### src/rtl/ext_sram_ctl.sv
// rtl/ext_sram_ctl.sv - 32-bit word requests to halfword cycles on a 16-bit multiplexed external SRAM bus
//
// Purpose: accepts one 32-bit read or write at a time. Each word becomes at most
// two halfword phases, LO (addr+0) then HI (addr+2). A phase is skipped when none
// of its bytes is selected. Address and data share the 16-bit bus. The low address
// half is latched with ale0 and the high half with ale1. The ale1 cycle can be
// skipped when the external latch already holds the right high address. Every
// output is a flop, so the bus strobes change only on the rising clock edge.
//
// Ports:
//   clk, reset_n            clock, synchronous active-low reset
//   stb, i_rw, i_addr,      request from the core, sampled only while idle
//   i_sel, i_dtw
//   ack, busy, dtr          one-cycle completion pulse, busy flag, read data
//   din, dout, isout        external bus in/out and output enable
//   ale0, ale1              low/high address latch strobes
//   we, oe, ble, bhe        write/read strobes, low/high byte enables
module ext_sram_ctl #(
  parameter int unsigned WAIT_STATES = 1,
  parameter bit          LAZY_LATCH  = 1'b1
) (
  input  logic        clk,
  input  logic        reset_n,
  input  logic        stb,
  input  logic        i_rw,
  input  logic [31:0] i_addr,
  input  logic [3:0]  i_sel,
  input  logic [31:0] i_dtw,
  output logic        ack,
  output logic        busy,
  output logic [31:0] dtr,
  input  logic [15:0] din,
  output logic [15:0] dout,
  output logic        isout,
  output logic        ale0,
  output logic        ale1,
  output logic        we,
  output logic        oe,
  output logic        ble,
  output logic        bhe
);

  localparam logic [2:0] S_IDLE = 3'd0;
  localparam logic [2:0] S_AL0  = 3'd1;
  localparam logic [2:0] S_AL1  = 3'd2;
  localparam logic [2:0] S_TW   = 3'd3;
  localparam logic [2:0] S_T3   = 3'd4;
  localparam logic [2:0] S_DONE = 3'd5;

  localparam logic [2:0] WS = 3'(WAIT_STATES);
  // With no wait states the strobe phase is the single T3 cycle.
  localparam logic [2:0] S_FIRST = (WAIT_STATES == 0) ? S_T3 : S_TW;

  logic [2:0]  state, state_d;
  logic [29:0] addr_q, addr_d;
  logic        rw_q, rw_d;
  logic [3:0]  sel_q, sel_d;
  logic [31:0] dtw_q, dtw_d;
  logic        phase_q, phase_d;
  logic [2:0]  wcnt_q, wcnt_d;
  logic        hi_valid_q;
  logic [14:0] hi_addr_q;

  logic        accept;
  logic        skip_al1;
  logic [1:0]  cur_sel;

  logic [15:0] dout_d;
  logic        isout_d, ale0_d, ale1_d, we_d, oe_d, ble_d, bhe_d, ack_d, busy_d;
  logic [31:0] dtr_d;

  logic        unused_addr_bits;
  assign unused_addr_bits = ^i_addr[1:0];

  assign accept = (state == S_IDLE) && stb;

  // The high latch already holds this address in two cases. The first is a HI
  // phase that follows a LO phase of the same word, because that LO phase just
  // latched it. The second is a lazy hit on the stored high address.
  assign skip_al1 = (phase_q && (sel_q[1:0] != 2'b00)) ||
                    (LAZY_LATCH && hi_valid_q && (addr_q[29:15] == hi_addr_q));

  always_comb begin
    state_d = state;
    addr_d  = addr_q;
    rw_d    = rw_q;
    sel_d   = sel_q;
    dtw_d   = dtw_q;
    phase_d = phase_q;
    wcnt_d  = wcnt_q;
    case (state)
      S_IDLE: begin
        if (stb) begin
          addr_d  = i_addr[31:2];
          rw_d    = i_rw;
          sel_d   = i_sel;
          dtw_d   = i_dtw;
          // Start directly at HI when no byte of the LO half is selected.
          phase_d = (i_sel[1:0] == 2'b00);
          state_d = (i_sel == 4'b0000) ? S_DONE : S_AL0;
        end
      end
      S_AL0:   state_d = skip_al1 ? S_FIRST : S_AL1;
      S_AL1:   state_d = S_FIRST;
      S_TW: begin
        wcnt_d = wcnt_q - 3'd1;
        if (wcnt_q == 3'd1) begin
          state_d = S_T3;
        end
      end
      S_T3: begin
        if (!phase_q && (sel_q[3:2] != 2'b00)) begin
          phase_d = 1'b1;
          state_d = S_AL0;
        end else begin
          state_d = S_DONE;
        end
      end
      S_DONE:  state_d = S_IDLE;
      default: state_d = S_IDLE;
    endcase
    if ((state_d == S_TW) && (state != S_TW)) begin
      wcnt_d = WS;
    end
  end

  // Outputs are decoded from the next state and registered, so each strobe
  // lines up exactly with the cycle its state occupies.
  always_comb begin
    dout_d  = 16'h0000;
    isout_d = 1'b0;
    ale0_d  = 1'b0;
    ale1_d  = 1'b0;
    we_d    = 1'b0;
    oe_d    = 1'b0;
    ble_d   = 1'b0;
    bhe_d   = 1'b0;
    ack_d   = 1'b0;
    busy_d  = (state_d != S_IDLE);
    cur_sel = phase_d ? sel_d[3:2] : sel_d[1:0];
    case (state_d)
      S_AL0: begin
        dout_d  = {addr_d[14:0], phase_d};
        isout_d = 1'b1;
        ale0_d  = 1'b1;
      end
      S_AL1: begin
        dout_d  = {1'b0, addr_d[29:15]};
        isout_d = 1'b1;
        ale1_d  = 1'b1;
      end
      S_TW, S_T3: begin
        ble_d = cur_sel[0];
        bhe_d = cur_sel[1];
        if (rw_d) begin
          isout_d = 1'b1;
          we_d    = 1'b1;
          dout_d  = phase_d ? dtw_d[31:16] : dtw_d[15:0];
        end else begin
          oe_d = 1'b1;
        end
      end
      S_DONE:  ack_d = 1'b1;
      default: ;
    endcase
  end

  // Read data is cleared on accept. Each T3 then fills only the selected bytes
  // of its own phase.
  always_comb begin
    dtr_d = dtr;
    if (accept) begin
      dtr_d = 32'h0000_0000;
    end else if ((state == S_T3) && !rw_q) begin
      if (phase_q) begin
        if (sel_q[2]) dtr_d[23:16] = din[7:0];
        if (sel_q[3]) dtr_d[31:24] = din[15:8];
      end else begin
        if (sel_q[0]) dtr_d[7:0]   = din[7:0];
        if (sel_q[1]) dtr_d[15:8]  = din[15:8];
      end
    end
  end

  always_ff @(posedge clk) begin
    if (!reset_n) begin
      state      <= S_IDLE;
      addr_q     <= '0;
      rw_q       <= 1'b0;
      sel_q      <= '0;
      dtw_q      <= '0;
      phase_q    <= 1'b0;
      wcnt_q     <= '0;
      hi_valid_q <= 1'b0;
      hi_addr_q  <= '0;
      dout       <= '0;
      isout      <= 1'b0;
      ale0       <= 1'b0;
      ale1       <= 1'b0;
      we         <= 1'b0;
      oe         <= 1'b0;
      ble        <= 1'b0;
      bhe        <= 1'b0;
      ack        <= 1'b0;
      busy       <= 1'b0;
      dtr        <= '0;
    end else begin
      state   <= state_d;
      addr_q  <= addr_d;
      rw_q    <= rw_d;
      sel_q   <= sel_d;
      dtw_q   <= dtw_d;
      phase_q <= phase_d;
      wcnt_q  <= wcnt_d;
      if (state == S_AL1) begin
        hi_addr_q  <= addr_q[29:15];
        hi_valid_q <= 1'b1;
      end
      dout    <= dout_d;
      isout   <= isout_d;
      ale0    <= ale0_d;
      ale1    <= ale1_d;
      we      <= we_d;
      oe      <= oe_d;
      ble     <= ble_d;
      bhe     <= bhe_d;
      ack     <= ack_d;
      busy    <= busy_d;
      dtr     <= dtr_d;
    end
  end

endmodule

### config.mk
export PLATFORM = sky130hd
export DESIGN_NAME = ext_sram_ctl
export DESIGN_NICKNAME = d
export VERILOG_FILES = /design/src/rtl/ext_sram_ctl.sv
export SDC_FILE = /design/constraint.sdc
export NUM_CORES = 1
export LEC_CHECK = 0
export BUFFER_PORTS_ARGS = -buffer_cell sky130_fd_sc_hd__buf_2
export CORE_ASPECT_RATIO = 1.25
export CORE_UTILIZATION = 58
export CTS_BUF_LIST = sky130_fd_sc_hd__clkbuf_16
export DETAILED_ROUTE_END_ITERATION = 8
export HOLD_SLACK_MARGIN = 0.02
export PLACE_DENSITY = 0.83
export SLEW_MARGIN = 15
export SYNTH_ARGS = -nofsm -noshare
export SYNTH_HDL_FRONTEND = slang
export SYNTH_SLANG_ARGS = --single-unit
### constraint.sdc
create_clock -name clk -period 5.9 [get_ports clk]
set_clock_uncertainty 0.2 [all_clocks]
set_input_delay 0.59 -clock clk [delete_from_list [all_inputs] [get_ports clk]]
set_output_delay 0.59 -clock clk [all_outputs]
set_load 0.01 [all_outputs]
## Yosys cells after proc, flatten, opt, wreduce, memory -nomap -nowiden

Index checks and enable logic that the tools add are counted.

- Equality and inequality tests: 12
- Multiplexer cells: 29
- Reduce and logical (&&, ||, !) cells: 25
- $add $sub $neg: 1
- Bitwise gates (word level): 2

Operators by type and width:

| kind | number |
|---|---|
| $mux 32 | 2 |
| $mux 30 | 2 |
| $pmux 16 s3 | 1 |
| $mux 16 | 2 |
| $eq 15x15->1 | 1 |
| $pmux 3 s5 | 1 |
| $eq 3x2->1 const B | 4 |
| $mux 1 | 12 |
| $mux 3 | 4 |
| $reduce_and 3->1 | 4 |
| $eq 3x1->1 const B | 3 |
| $eq 3x3->1 const B | 3 |
| $mux 4 | 2 |
| $reduce_or 2->1 | 4 |
| $logic_and 1x1->1 | 6 |
| $reduce_bool 2->1 | 3 |
| $logic_not 4->1 | 1 |
| $pmux 1 s2 | 2 |
| $logic_not 3->1 | 1 |
| $ne 3x2->1 const B | 1 |
| $reduce_bool 3->1 | 1 |
| $sub 3x1->3 const B | 1 |
| $logic_not 1->1 | 2 |
| $logic_not 2->1 | 1 |
| other kinds (4) | 5 |

- Register bits after elaboration: 147
- Output and inout bits: 57
- Input bits: 88
- Logic and storage cells: 93

## Logic depth before layout (Yosys ltp)

- Word-level depth: 8
- Gate-level depth with buffers: 9
- Depth with buffers taken out: 7

## Worst setup path before layout

No wires, ideal clock.

- Path type: input to register
- From: input port i_sel[0]
- To: register isout
- Arrival: 1870 ps
- Data required time: 5563 ps
- Setup time: 137 ps
- Stages: 7
- Setup slack: 3694 ps
- Buffers on the path: 2
- Cell sequence: or4_1 > a21oi_1 > or2_1 > buf_4 > buf_4 > o21ai_0 > o2bb2ai_1

- Cells in the longest elaborated chain, start to end: 7
- Elaborated cells on any way between the ends: 11
- Classes of those cells: eq/ne: 4; mux: 4; reduce/logical: 3

RTL lines:

| item | RTL line | source |
|---|---|---|
| start, declared | 27 | `input logic [3:0] i_sel,` |
| $logic_not 4->1 * | 100 | `state_d = (i_sel == 4'b0000) ? S_DONE : S_AL0;` |
| $mux 3 * | 100 |  |
| $mux 3 * | 93 | `if (stb) begin` |
| $pmux 3 s5 * | 91 | `case (state)` |
| $eq 3x2->1, or another cell as far along | 141 | `case (state_d)` |
| $reduce_or 2->1 (on tied branches) | n/a |  |
| $pmux 1 s2 * | 141 |  |
| end signal, assigned | 220 | `isout <= isout_d;` |
| end, declared | 34 | `output logic isout,` |

Mark *: on every way between the ends. The rest lies on a longest branch, timed or not.
A chain may end at the register's enable or synchronous reset.

## Final worst setup path

- From: register state[2]
- To: register dout[1]

- Cells in the longest elaborated chain, start to end: 5
- Elaborated cells on any way between the ends: 20
- Classes of those cells: eq/ne: 8; mux: 10; reduce/logical: 2

RTL lines:

| item | RTL line | source |
|---|---|---|
| start, declared | 54 | `logic [2:0] state, state_d;` |
| start signal, assigned | 208 | `state <= state_d;` |
| $eq 3x3->1, or another cell as far along | 91 |  |
| $pmux 3 s5, or another cell as far along | 91 |  |
| $eq 3x2->1, or another cell as far along | 141 |  |
| $reduce_or 2->1 / $mux 16 (equally long branches) | 141, 155 |  |
| $pmux 16 s3 * | 141 |  |
| end signal, assigned | 219 | `dout <= dout_d;` |
| end, declared | 33 | `output logic [15:0] dout,` |

Marks and branches as above.

==> metrics <==
Post-route DRC 0; CTS tree built; Total Wirelength 16000 um; Switching Fraction 26.2%; via count 5630; Design Power 2.48 mW; top achievable clock speed 338 MHz; hold depth 3; Final setup viols 0; fin area 7480 um2; RR Endpoint dout[1]; Starting Density 59.2%; Placer Congestion 0.782; Reg2Reg Depth 5; post-layout util 70.8%; final slew viol count 0; Post-layout nets 908; Worst EP required 5970 ps; Pwr Density 332 nW/um2; worst-margin pin slew 1060 ps; share of cells above drive strength 1 23.8%; vias in the first global route 5484; top post-synthesis cells by area dfxtp_1, mux2i_1, nand2_1; max_cap viols 0; Comb pwr share 13.0%; Synth Flop Type dfxtp_1; largest net degree at the start of global routing 92; Commonest cells post-synth dfxtp_1, nand2_1, a21oi_1, mux2i_1, nor2_1; DIE HEIGHT 118 um; htree depth 4; cell taking the most area after synthesis dfxtp_1; CP Data Arrival Time 3030 ps; count leader, synth dfxtp_1; CTS sink count 147; reg-to-reg slack, setup 2940 ps; worst-path cell chain or3b_2 > o221ai_2 > or2_1 > o32a_1 > o22ai_1; syn_nets 796; synthesized flop and latch total 147; synth unique cells 57; Final TNS setup 0 ps; sequential power share 43.5%; Startpoint Class flop; Clock Tree Buf Depth 2; dpl hpwl 10500 um; final worst setup slack 2940 ps; Multi-input gate area 2990 um2; Lkg Pwr 3.17 nW; latest clock arrival within the worst-skew pair 420 ps; pre-CTS setup slack 3030 ps; Tmin final 2960 ps; Max FO, Critical Path 22; IO Count 145; sequential cell area 2940 um2; clock-pin slew on the worst setup and hold paths 60 ps; sequential area share after synthesis 47.0%; Placed Area 6890 um2; crit share post-route 50.2%; Die ar. 11200 um2; Worst setup EP type flop; Avg WL per Cell 16.6 um; RSZ-0062 raised after global routing no; run status finished clean; CP peak stage delay 770 ps; GR Util All Layers 29.2%; first-pass GRT wire length 25600 um; Internal Power 1.83 mW; drt pass-1 iters 5; HP Start i_dtw[27]; n_diodes 0; gr ovfl total 0; number of routed nets with antenna violations 0; via density per instance 5.85; switching power 0.652 mW; hold path endpoint dtw_q[27]; Worst Hold Class input pin to flop; EDFF count, synth 0; Buffers on Ports 142; fillers 796; Worst R2R Start state[2]; cts hold-fix bufs 0; Clock power frac 43.5%; initial antenna violation count 0; core area 10600 um2; Mapped Cells 706; Die X 94.9 um; Slew HR 29.4%; synth warn 0; Netlist Area Pre-Place 6260 um2; Hold Vio Cnt, Final 0; TritonCTS Buffers 17; top-area cell type share of the netlist area 47.0%; ys async rst share 0%; Row Count 42; area delta synth->final 19.6%; DR iter-0 viols 309; Setup CP Type flop to flop; Clock Tree Root clkbuf_16; critical path's slowest cell dfxtp_1; post_cts resized 0; Syn Area/Cell 8.86 um2; Post-CTS Setup Inserts 0; Worst VDD drop 264 uV
-- placed cells by master (no fill, tap or decap), types with 2 or more instances in the layout --
cell type / Yosys / layout
a21oi_1: 86 / 86
a221o_1: 16 / 16
and2_1: 2 / 2
buf_2: 17 / 142
buf_4: 12 / 7
bufinv_16: 0 / 3
clkbuf_16: 0 / 17
clkinv_1: 0 / 2
clkinv_2: 0 / 4
clkinv_4: 0 / 2
dfxtp_1: 147 / 147
ha_1: 2 / 2
inv_1: 7 / 7
inv_6: 0 / 2
mux2i_1: 64 / 64
nand2_1: 145 / 145
nand2b_1: 3 / 3
nand3_1: 18 / 18
nand3_2: 2 / 2
nand4_1: 4 / 4
nor2_1: 56 / 56
nor3_1: 6 / 6
nor4_1: 3 / 2
nor4b_1: 2 / 2
o211ai_1: 3 / 3
o21a_1: 2 / 2
o21ai_0: 4 / 4
o21ba_2: 2 / 2
o22ai_1: 16 / 16
o31ai_1: 2 / 2
o32a_1: 15 / 15
or3_1: 2 / 2
xnor2_1: 15 / 15
-- layer usage --
metal / global-route usage, % / vias up / share of wire, %
met5: 0 / - / 0
met4: 11.6 / 0 / 2.4
li1: - / 2686 / -
met1: 35.7 / 2674 / 40
met2: 48.2 / 232 / 51
met3: 7.88 / 38 / 6.9
-- registers in the layout, indices dropped and copies added, names as in the netlist, 3 cells and up --
register	count
addr_q	30
dout	16
dtr	32
dtw_q	32
hi_addr_q	15
sel_q	4
state	3
wcnt_q	3
-- kinds of logic (layout without fill, tap and decap cells) --
family,Yosys count,in the layout,share of synthesized area [%]
adder cells (fa/ha/maj),2,2,0.400
AND/OR/NAND/NOR,256,256,17.9
multiplexers,65,65,10.4
XOR/XNOR,15,15,2.10
buffers and inverters,63,188,5.34
flip-flops,147,147,47.0
AO/OA/AOI/OAI,158,158,16.8
-- worst max-delay path: cells and delay by family (launching register included) --
kind | cells | cell delay (ps)
flip-flops | 1 | 770
AO/OA/AOI/OAI | 3 | 640
AND/OR/NAND/NOR | 2 | 1180
-- how the worst max path moves through the flow --
| stage | start | end | slack (ps) | depth (start not counted) |
|---|---|---|---|---|
| 6_report | state[2] | dout[1] | 2940 | 5 |
| 5_1_grt | state[2] | dout[1] | 2780 | 5 |
| 4_1_cts | state[2] | dout[1] | 2970 | 5 |
| 3_5_place_dp | i_sel[0] | dout[1] | 3030 | 6 |
| 3_3_place_gp | state[2] | dout[1] | 3070 | 5 |
| 2_1_floorplan | i_sel[0] | isout | 3690 | 7 |
-- power by group through the flow --
stage                     combinational (mW)  clock (mW)  sequential [mW]
after floorplan                        0.241           0             1.09
after global placement                 0.304           0             1.10
after detailed placement               0.316           0             1.10
after CTS                              0.320        1.08             1.08
after global routing                   0.351        1.13             1.09
final                                  0.323        1.08             1.08
-- layout make-up --
class	instances	share of cell area, %
clock buffer	17	5.69
timing repair buffer	149	10.2
multi-input combinational	496	40.0
sequential	147	39.3
tap	132	2.21
inverter	7	0.351
clock inverter	15	2.19
-- through the flow --
step	hold WS [ps]	std cells
floorplan	236	706
global placement	241	931
detailed placement	247	931
CTS	214	963
global route	217	963
finish	219	963
No activity file was read; power rests on OpenSTA's default activity.
